[config.mk]
export PLATFORM = sky130hd
export DESIGN_NAME = sram_arbiter_flat
export DESIGN_NICKNAME = d
export VERILOG_FILES = /design/src/rtl/sram_arbiter_if.sv /design/src/rtl/sram_arbiter.sv /design/src/flat_wrapper.sv
export SDC_FILE = /design/constraint.sdc
export NUM_CORES = 1
export LEC_CHECK = 0
export CAP_MARGIN = 20
export CORE_MARGIN = 5
export CORE_UTILIZATION = 43
export DETAILED_ROUTE_END_ITERATION = 12
export PLACE_DENSITY = 0.85
export SLEW_MARGIN = 40
export SYNTH_ARGS = -nofsm -noshare
export SYNTH_HDL_FRONTEND = slang
export SYNTH_SLANG_ARGS = --single-unit
export TNS_END_PERCENT = 50
[constraint.sdc]
create_clock -name i_clk -period 3.5 [get_ports i_clk]
set_input_delay 0.35 -clock i_clk [delete_from_list [all_inputs] [get_ports i_clk]]
set_output_delay 0.35 -clock i_clk [all_outputs]
set_load 0.01 [all_outputs]
[src/rtl/sram_arbiter_if.sv]
// Requester-side handshake and memory-side bus of the two-port SRAM arbiter.
// The slave modport is the arbiter's view; master is the requester/SRAM view.
interface sram_arbiter_if #(
   parameter int ADDR_WIDTH = 20,
   parameter int DATA_WIDTH = 8
);
   logic                  i_a_req;
   logic                  i_a_write;
   logic [ADDR_WIDTH-1:0] i_a_addr;
   logic [DATA_WIDTH-1:0] i_a_wdata;
   logic                  o_a_ack;
   logic                  o_a_rvalid;
   logic [DATA_WIDTH-1:0] o_a_rdata;

   logic                  i_b_req;
   logic                  i_b_write;
   logic [ADDR_WIDTH-1:0] i_b_addr;
   logic [DATA_WIDTH-1:0] i_b_wdata;
   logic                  o_b_ack;
   logic                  o_b_rvalid;
   logic [DATA_WIDTH-1:0] o_b_rdata;

   logic                  o_m_write;
   logic [ADDR_WIDTH-1:0] o_m_addr;
   logic [DATA_WIDTH-1:0] o_m_data;
   logic [DATA_WIDTH-1:0] i_m_data;
   logic                  o_busy;

   modport slave (
      input  i_a_req, i_a_write, i_a_addr, i_a_wdata,
      input  i_b_req, i_b_write, i_b_addr, i_b_wdata,
      input  i_m_data,
      output o_a_ack, o_a_rvalid, o_a_rdata,
      output o_b_ack, o_b_rvalid, o_b_rdata,
      output o_m_write, o_m_addr, o_m_data, o_busy
   );

   modport master (
      output i_a_req, i_a_write, i_a_addr, i_a_wdata,
      output i_b_req, i_b_write, i_b_addr, i_b_wdata,
      output i_m_data,
      input  o_a_ack, o_a_rvalid, o_a_rdata,
      input  o_b_ack, o_b_rvalid, o_b_rdata,
      input  o_m_write, o_m_addr, o_m_data, o_busy
   );
endinterface

[src/rtl/sram_arbiter.sv]
// Two-port round-robin arbiter in front of a single-port async SRAM; each access
// holds address/data/write for ACCESS_CYCLES cycles, then one RECOVER cycle.
module sram_arbiter #(
   parameter int ADDR_WIDTH    = 20,
   parameter int DATA_WIDTH    = 8,
   parameter int ACCESS_CYCLES = 3
) (
   input  logic            i_clk,
   input  logic            i_n_reset,
   sram_arbiter_if.slave   bus
);
   localparam int            CW       = $clog2(ACCESS_CYCLES + 1);
   localparam logic [CW-1:0] CNT_LOAD = CW'(ACCESS_CYCLES);
   localparam logic [CW-1:0] CNT_ONE  = CW'(1);

   localparam logic [1:0] ST_IDLE    = 2'd0;
   localparam logic [1:0] ST_ACCESS  = 2'd1;
   localparam logic [1:0] ST_RECOVER = 2'd2;

   localparam logic PORT_A = 1'b0;
   localparam logic PORT_B = 1'b1;

   logic [1:0]            state_q, state_d;
   logic [CW-1:0]         cnt_q, cnt_d;
   logic                  last_grant_q, last_grant_d;
   logic                  sel_q, sel_d;
   logic                  m_write_q, m_write_d;
   logic [ADDR_WIDTH-1:0] m_addr_q, m_addr_d;
   logic [DATA_WIDTH-1:0] m_data_q, m_data_d;
   logic                  a_ack_q, a_ack_d, b_ack_q, b_ack_d;
   logic                  a_rvalid_q, a_rvalid_d, b_rvalid_q, b_rvalid_d;
   logic [DATA_WIDTH-1:0] a_rdata_q, a_rdata_d, b_rdata_q, b_rdata_d;
   logic                  busy_q, busy_d;
   logic                  grant_b;

   // On a tie, B wins only if A was granted last.
   assign grant_b = bus.i_b_req && (!bus.i_a_req || (last_grant_q == PORT_A));

   always_comb begin
      state_d      = state_q;
      cnt_d        = cnt_q;
      last_grant_d = last_grant_q;
      sel_d        = sel_q;
      m_write_d    = m_write_q;
      m_addr_d     = m_addr_q;
      m_data_d     = m_data_q;
      a_ack_d      = 1'b0;
      b_ack_d      = 1'b0;
      a_rvalid_d   = 1'b0;
      b_rvalid_d   = 1'b0;
      a_rdata_d    = a_rdata_q;
      b_rdata_d    = b_rdata_q;

      case (state_q)
         ST_IDLE: begin
            if (bus.i_a_req || bus.i_b_req) begin
               state_d      = ST_ACCESS;
               cnt_d        = CNT_LOAD;
               sel_d        = grant_b;
               last_grant_d = grant_b;
               m_write_d    = grant_b ? bus.i_b_write : bus.i_a_write;
               m_addr_d     = grant_b ? bus.i_b_addr  : bus.i_a_addr;
               m_data_d     = grant_b ? bus.i_b_wdata : bus.i_a_wdata;
               a_ack_d      = !grant_b;
               b_ack_d      = grant_b;
            end
         end
         ST_ACCESS: begin
            if (cnt_q == CNT_ONE) begin
               state_d   = ST_RECOVER;
               cnt_d     = '0;
               m_write_d = 1'b0;
               // m_write_q still carries the latched direction on this last cycle.
               if (!m_write_q) begin
                  if (sel_q == PORT_B) begin
                     b_rdata_d  = bus.i_m_data;
                     b_rvalid_d = 1'b1;
                  end else begin
                     a_rdata_d  = bus.i_m_data;
                     a_rvalid_d = 1'b1;
                  end
               end
            end else begin
               cnt_d = cnt_q - CNT_ONE;
            end
         end
         ST_RECOVER: begin
            state_d = ST_IDLE;
         end
         default: begin
            state_d   = ST_IDLE;
            cnt_d     = '0;
            m_write_d = 1'b0;
         end
      endcase

      busy_d = (state_d != ST_IDLE);
   end

   always_ff @(posedge i_clk or negedge i_n_reset) begin
      if (!i_n_reset) begin
         state_q      <= ST_IDLE;
         cnt_q        <= '0;
         last_grant_q <= PORT_B;
         sel_q        <= PORT_A;
         m_write_q    <= 1'b0;
         m_addr_q     <= '0;
         m_data_q     <= '0;
         a_ack_q      <= 1'b0;
         b_ack_q      <= 1'b0;
         a_rvalid_q   <= 1'b0;
         b_rvalid_q   <= 1'b0;
         a_rdata_q    <= '0;
         b_rdata_q    <= '0;
         busy_q       <= 1'b0;
      end else begin
         state_q      <= state_d;
         cnt_q        <= cnt_d;
         last_grant_q <= last_grant_d;
         sel_q        <= sel_d;
         m_write_q    <= m_write_d;
         m_addr_q     <= m_addr_d;
         m_data_q     <= m_data_d;
         a_ack_q      <= a_ack_d;
         b_ack_q      <= b_ack_d;
         a_rvalid_q   <= a_rvalid_d;
         b_rvalid_q   <= b_rvalid_d;
         a_rdata_q    <= a_rdata_d;
         b_rdata_q    <= b_rdata_d;
         busy_q       <= busy_d;
      end
   end

   assign bus.o_a_ack    = a_ack_q;
   assign bus.o_a_rvalid = a_rvalid_q;
   assign bus.o_a_rdata  = a_rdata_q;
   assign bus.o_b_ack    = b_ack_q;
   assign bus.o_b_rvalid = b_rvalid_q;
   assign bus.o_b_rdata  = b_rdata_q;
   assign bus.o_m_write  = m_write_q;
   assign bus.o_m_addr   = m_addr_q;
   assign bus.o_m_data   = m_data_q;
   assign bus.o_busy     = busy_q;
endmodule

[src/flat_wrapper.sv]
// flat-port wrapper written by rule: the top's interface ports become plain ports
module sram_arbiter_flat 
#(
   parameter int ADDR_WIDTH    = 20,
   parameter int DATA_WIDTH    = 8,
   parameter int ACCESS_CYCLES = 3
)
  (i_clk, i_n_reset, bus_i_a_req, bus_i_a_write, bus_i_a_addr, bus_i_a_wdata, bus_i_b_req, bus_i_b_write, bus_i_b_addr, bus_i_b_wdata, bus_i_m_data, bus_o_a_ack, bus_o_a_rvalid, bus_o_a_rdata, bus_o_b_ack, bus_o_b_rvalid, bus_o_b_rdata, bus_o_m_write, bus_o_m_addr, bus_o_m_data, bus_o_busy);
  sram_arbiter_if #(.ADDR_WIDTH(ADDR_WIDTH), .DATA_WIDTH(DATA_WIDTH)) bus_i ();
  input  logic i_clk;
  input  logic i_n_reset;
  input wire logic [$bits(bus_i.i_a_req)-1:0] bus_i_a_req;
  input wire logic [$bits(bus_i.i_a_write)-1:0] bus_i_a_write;
  input wire logic [$bits(bus_i.i_a_addr)-1:0] bus_i_a_addr;
  input wire logic [$bits(bus_i.i_a_wdata)-1:0] bus_i_a_wdata;
  input wire logic [$bits(bus_i.i_b_req)-1:0] bus_i_b_req;
  input wire logic [$bits(bus_i.i_b_write)-1:0] bus_i_b_write;
  input wire logic [$bits(bus_i.i_b_addr)-1:0] bus_i_b_addr;
  input wire logic [$bits(bus_i.i_b_wdata)-1:0] bus_i_b_wdata;
  input wire logic [$bits(bus_i.i_m_data)-1:0] bus_i_m_data;
  output wire logic [$bits(bus_i.o_a_ack)-1:0] bus_o_a_ack;
  output wire logic [$bits(bus_i.o_a_rvalid)-1:0] bus_o_a_rvalid;
  output wire logic [$bits(bus_i.o_a_rdata)-1:0] bus_o_a_rdata;
  output wire logic [$bits(bus_i.o_b_ack)-1:0] bus_o_b_ack;
  output wire logic [$bits(bus_i.o_b_rvalid)-1:0] bus_o_b_rvalid;
  output wire logic [$bits(bus_i.o_b_rdata)-1:0] bus_o_b_rdata;
  output wire logic [$bits(bus_i.o_m_write)-1:0] bus_o_m_write;
  output wire logic [$bits(bus_i.o_m_addr)-1:0] bus_o_m_addr;
  output wire logic [$bits(bus_i.o_m_data)-1:0] bus_o_m_data;
  output wire logic [$bits(bus_i.o_busy)-1:0] bus_o_busy;
  assign bus_i.i_a_req = bus_i_a_req;
  assign bus_i.i_a_write = bus_i_a_write;
  assign bus_i.i_a_addr = bus_i_a_addr;
  assign bus_i.i_a_wdata = bus_i_a_wdata;
  assign bus_i.i_b_req = bus_i_b_req;
  assign bus_i.i_b_write = bus_i_b_write;
  assign bus_i.i_b_addr = bus_i_b_addr;
  assign bus_i.i_b_wdata = bus_i_b_wdata;
  assign bus_i.i_m_data = bus_i_m_data;
  assign bus_o_a_ack = bus_i.o_a_ack;
  assign bus_o_a_rvalid = bus_i.o_a_rvalid;
  assign bus_o_a_rdata = bus_i.o_a_rdata;
  assign bus_o_b_ack = bus_i.o_b_ack;
  assign bus_o_b_rvalid = bus_i.o_b_rvalid;
  assign bus_o_b_rdata = bus_i.o_b_rdata;
  assign bus_o_m_write = bus_i.o_m_write;
  assign bus_o_m_addr = bus_i.o_m_addr;
  assign bus_o_m_data = bus_i.o_m_data;
  assign bus_o_busy = bus_i.o_busy;
  sram_arbiter #(.ADDR_WIDTH(ADDR_WIDTH), .DATA_WIDTH(DATA_WIDTH), .ACCESS_CYCLES(ACCESS_CYCLES)) u_core (.i_clk(i_clk), .i_n_reset(i_n_reset), .bus(bus_i));
endmodule
* Word level (Yosys, flattened, before mapping)
Cells that the tools add are included.
Word-level totals: register bits 56, word-level logic and storage cells 60, output and inout bits 50, input port bits 70
Cells by class: bitwise operators 4, reductions and logical operators 12, multiplexer cells 24, add/sub/neg operators 1, equal/unequal tests 5
Operator list (number):
- 20-bit two-way mux | 1
- 1-bit two-way mux | 15
- 2-bit two-way mux | 4
- 8-bit two-way mux | 1
- 4-bit AND reduction | 2
- 2-bit case mux with 3 select lines | 1
- 2-bit by 1-bit == test with 1-bit output, second input constant | 2
- 2-bit by 1-bit inequality test with 1-bit output, second input constant | 2
- 1-bit inverter | 4
- 2-bit case mux with 2 select lines | 1
- 2-bit AND reduction | 2
- 1-bit case mux with 3 select lines | 1
- 3-bit AND reduction | 1
- 2-bit == test, second input constant | 1
- 1-bit zero test | 2
- 2-bit zero test | 1
- 1-bit logical OR | 2
- 2-bit nonzero test | 1
- 2-bit by 1-bit subtractor with 2-bit output, second input constant | 1
- 1-bit logical AND | 1

* Longest topological paths before layout
word-level depth 6, depth in mapped cells 6, depth with buffers taken out 5

* Worst setup path after synthesis
OpenSTA, ideal clock, no wires.
kind reg2reg, start point register u_core.cnt_q[1], end point register u_core.b_rdata_q[0] (netlist: u_core.bus.o_b_rdata[0]), cell stages (with the launch flop) 7, library setup time 125 ps, slack 1771 ps, period minus slack after synthesis 1729 ps, data required time 3375 ps, data arrival time 1603 ps, cell sequence dfrtp_1 inv_1 ha_1 nand2_2 or4b_1 buf_6 mux2_4
Between the ends: word-level cells in the longest chain between the ends 2
Ends and longest elaborated chain:
- start: declaration | line sram_arbiter.sv:24 | logic [CW-1:0] cnt_q, cnt_d;
- start signal: assignment | line sram_arbiter.sv:118 | cnt_q <= cnt_d;
- 2-bit by 1-bit == test with 1-bit output | line sram_arbiter.sv:69 | if (cnt_q == CNT_ONE) begin
- 4-bit AND reduction (no source line)
- end signal: assignment | line sram_arbiter.sv:129 | b_rdata_q <= b_rdata_d;
- end: declaration | line sram_arbiter.sv:32 | logic [DATA_WIDTH-1:0] a_rdata_q, a_rdata_d, b_rdata_q, b_rdata_d;
No other way between the ends. A chain may end at the register's enable or synchronous reset.

* Final worst setup path
start point register u_core.cnt_q[1], end point register u_core.b_rdata_q[1] (netlist: u_core.bus.o_b_rdata[1])
The elaborated chain is that of the path after synthesis.

==> metrics <==
Netlist cell types 28; mapped cell area around 2400 um^2; final worst setup slack 1.47 ns; Worst R2R Setup Slack 1.47 ns; register bit total from synthesis 56; Post-Synth XOR/XNOR Area 0%; RR Endpoint u_core.bus.o_b_rdata[1]$_DFFE_PN0P_; CTS buffer count 5; largest net degree at the start of global routing 33; normalized max-slew margin 58.6%; Critical Path RT 3.68 ns; P_leak roughly 1.6 nW; total number of vias ~1,900; met3 wire len between 500 and 600 um; Fmax about 0.49 GHz; peak supply drop 369 uV; Synth Area in Adders 0.525%; Final Util 68.3%; antenna viol nets, final 0; critical path class flip-flop to flip-flop; gpl congestion between 0.7 and 0.8; placed cell count about 350; Worst-Skew Late Latency around 0.30 ns; height of the die ~84 um; Worst Skew between 0.005 and 0.006 ns; # setup viols final 0; Post-synth EDFFs 0; Power Dens Cells between 800 and 900 nW/um^2; diodes inserted 0; total wire length about 6.3 mm; vias in the first global route 2,080; M1 WL between 2 and 3 mm; Yosys Warn Count 0; Clock Path Buffers 2; status completed; R2R depth 5; Max stage delay cell, worst path or4b_1; total core area 5440 um^2; Crit path largest cell delay ~0.80 ns; root buf cell clkbuf_8; Post-synth ARST share 100%; Die Footprint between 7000 and 8000 um^2; max cap viols 0; Routed wire per std cell between 15 and 20 um; first-pass GRT wire length roughly 10 mm; initial drt markers 75; DP Wirelength 4.66 mm; initial antenna violation count 0; vias per std cell between 5 and 6; DRC violation count after routing 0; Fin Setup TNS 0 ns; grt total ovfl 0; R2R Path Start u_core.cnt_q[1]$_DFFE_PN0P_; Reg clk slew, reported paths about 0.090 ns; Post-CTS Repair Setup Buffers 0; Worst Hold Class primary input to async pin; CP cell instances inv_1, ha_1, nand2_2, or4b_1, mux2_4; syn_nets around 240; top sig layer met4; Initial Util 43.8%; GRT Resource Usage Total between 10% and 20%; startpoint types flip-flop; Max FO, Critical Path 9; mux cell area share after synthesis around a tenth; Primary FF master, synth dfrtp_1; io pins 120; Synth Area in Compound Gates between 20% and 30%; Worst setup EP type flip-flop; final hold violations 0; Hold Slack ~0.056 ns; Layout Area Growth over Synthesis 55.9%; DR WL met2 just over 3 mm; Filler cells between 300 and 400; Final period util around three fifths; RSZ-0062 raised after global routing false; Finished Layout Cells 360; share of cells above drive strength 1 8.68%; std cell rows 27; final-report max-slew violation count 0; Syn Area/Cell approximately 14 um^2; hold buffers post-CTS 0; Post-Synth Simple-Gate Area 3.99%; Die X roughly 84 um; Syn Inst Count 172; post-synthesis sequential area ratio roughly three fifths; Final min period 2.03 ns; combinational family with the most area after synthesis compound AO/OA/AOI/OAI gates; CTS tree built; pre-CTS setup slack around 1.5 ns; CTS resizes 0; fin nets about 360; DR pass1 iterations 4; H-tree depth 2; Worst-Margin Slew 0.622 ns; number of I/O port buffers about 120; clk sinks 56; crit path DAT ~2.2 ns
[layout make-up]
class	instances	area [um^2]	area share (%)
tap	72	90.1	2.43
multi-input combinational	98	902	24.3
timing repair buffer	123	1220	32.8
inverter	3	11.3	0.303
sequential	56	1400	37.8
clock buffer	8	90.1	2.43
[worst max-delay path, delay by kind of cell (launching register included)]
family / cells / cell delay [ns]
buf+inv: 1 / 0.08
fa+ha+maj: 1 / 0.17
flops: 1 / 0.38
mux: 1 / 0.39
simple gates: 2 / 0.90
[power by group]
| group | total [mW] | internal, mW | switching (mW) |
|---|---|---|---|
| logic | 1.50 | 0.920 | 0.582 |
| clock network | 0.348 | 0.162 | 0.186 |
| registers | 1.15 | 0.959 | 0.195 |
| total | 3.00 | 2.04 | 0.964 |
[placed cells by master (no fill, tap or decap), drive strengths merged]
cell type | Yosys | layout
o2bb2ai | 2 | 2
dfstp | 1 | 1
inv | 3 | 3
or4b | 1 | 1
o22ai | 2 | 2
nor2 | 4 | 4
and3 | 1 | 1
and2 | 1 | 1
dfrtp | 55 | 55
a2bb2oi | 1 | 1
ha | 1 | 1
nor4 | 1 | 1
a21boi | 29 | 29
nand2b | 2 | 2
or2 | 1 | 1
mux2i | 2 | 2
a221o | 28 | 28
clkdlybuf4s50 | 0 | 118
nand2 | 2 | 2
buf | 6 | 5
clkbuf | 9 | 8
mux2 | 16 | 16
o21ba | 1 | 1
nor3b | 1 | 1
a21o | 2 | 2
[metrics by stage]
| step | cell area (um^2) | power [mW] |
|---|---|---|
| finish | 3710 | 3.00 |
| floorplan | 2380 | 1.88 |
| detailed placement | 3620 | 2.69 |
| global placement | 3620 | 2.62 |
| global route | 3710 | 3.20 |
| CTS | 3710 | 3.04 |
[synth_stat cells, types with 2 or more instances]
cell / n / share of area (%)
clkbuf_1: 9 / 1.4
o2bb2ai_1: 2 / 0.74
a221o_1: 28 / 12
buf_2: 3 / 0.63
mux2_1: 8 / 3.8
mux2_4: 8 / 5.0
inv_1: 3 / 0.47
buf_1: 2 / 0.32
a21o_1: 2 / 0.63
dfrtp_1: 55 / 58
a21boi_0: 29 / 9.1
mux2i_1: 2 / 0.84
nand2b_1: 2 / 0.53
o22ai_1: 2 / 0.53
nor2_1: 4 / 0.63
[layer usage]
| layer | vias to the layer above | track usage, % |
|---|---|---|
| li1 | 889 | - |
| met1 | 965 | 22.8 |
| met2 | 85 | 29.3 |
| met3 | 8 | 6.48 |
| met4 | 0 | 4.03 |
| met5 | - | 0 |
[cells by family after synthesis]
family,count (synthesis)
compound gates,65
flops,56
buf+inv,18
mux,18
simple gates,14
fa+ha+maj,1
[worst max-delay path by stage]
stage / endpoint / depth (start not counted) / slack, ns / startpoint
2_1_floorplan: u_core.bus.o_b_rdata[0]$_DFFE_PN0P_ / 6 / 1.77 / u_core.cnt_q[1]$_DFFE_PN0P_
3_5_place_dp: u_core.bus.o_m_data[5]$_DFFE_PN0P_ / 4 / 1.48 / bus_i_b_req
6_report: u_core.bus.o_b_rdata[1]$_DFFE_PN0P_ / 5 / 1.47 / u_core.cnt_q[1]$_DFFE_PN0P_
3_3_place_gp: u_core.bus.o_m_data[2]$_DFFE_PN0P_ / 4 / 1.22 / bus_i_b_req
4_1_cts: u_core.bus.o_b_rdata[2]$_DFFE_PN0P_ / 5 / 1.45 / u_core.cnt_q[1]$_DFFE_PN0P_
5_1_grt: u_core.bus.o_b_rdata[1]$_DFFE_PN0P_ / 5 / 1.39 / u_core.cnt_q[1]$_DFFE_PN0P_
[state kept, by name (all words and copies together) (netlist names)]
register               flops
u_core.bus.o_b_rdata       8
u_core.bus.o_busy          1
u_core.bus.o_m_data        8
u_core.bus.o_a_rvalid      1
u_core.bus.o_b_ack         1
u_core.bus.o_m_write       1
u_core.bus.o_a_rdata       8
u_core.bus.o_b_rvalid      1
u_core.bus.o_m_addr       20
u_core.last_grant_q        1
u_core.state_q             2
u_core.cnt_q               2
u_core.bus.o_a_ack         1
u_core.sel_q               1
(Power assumes the default switching activity.)
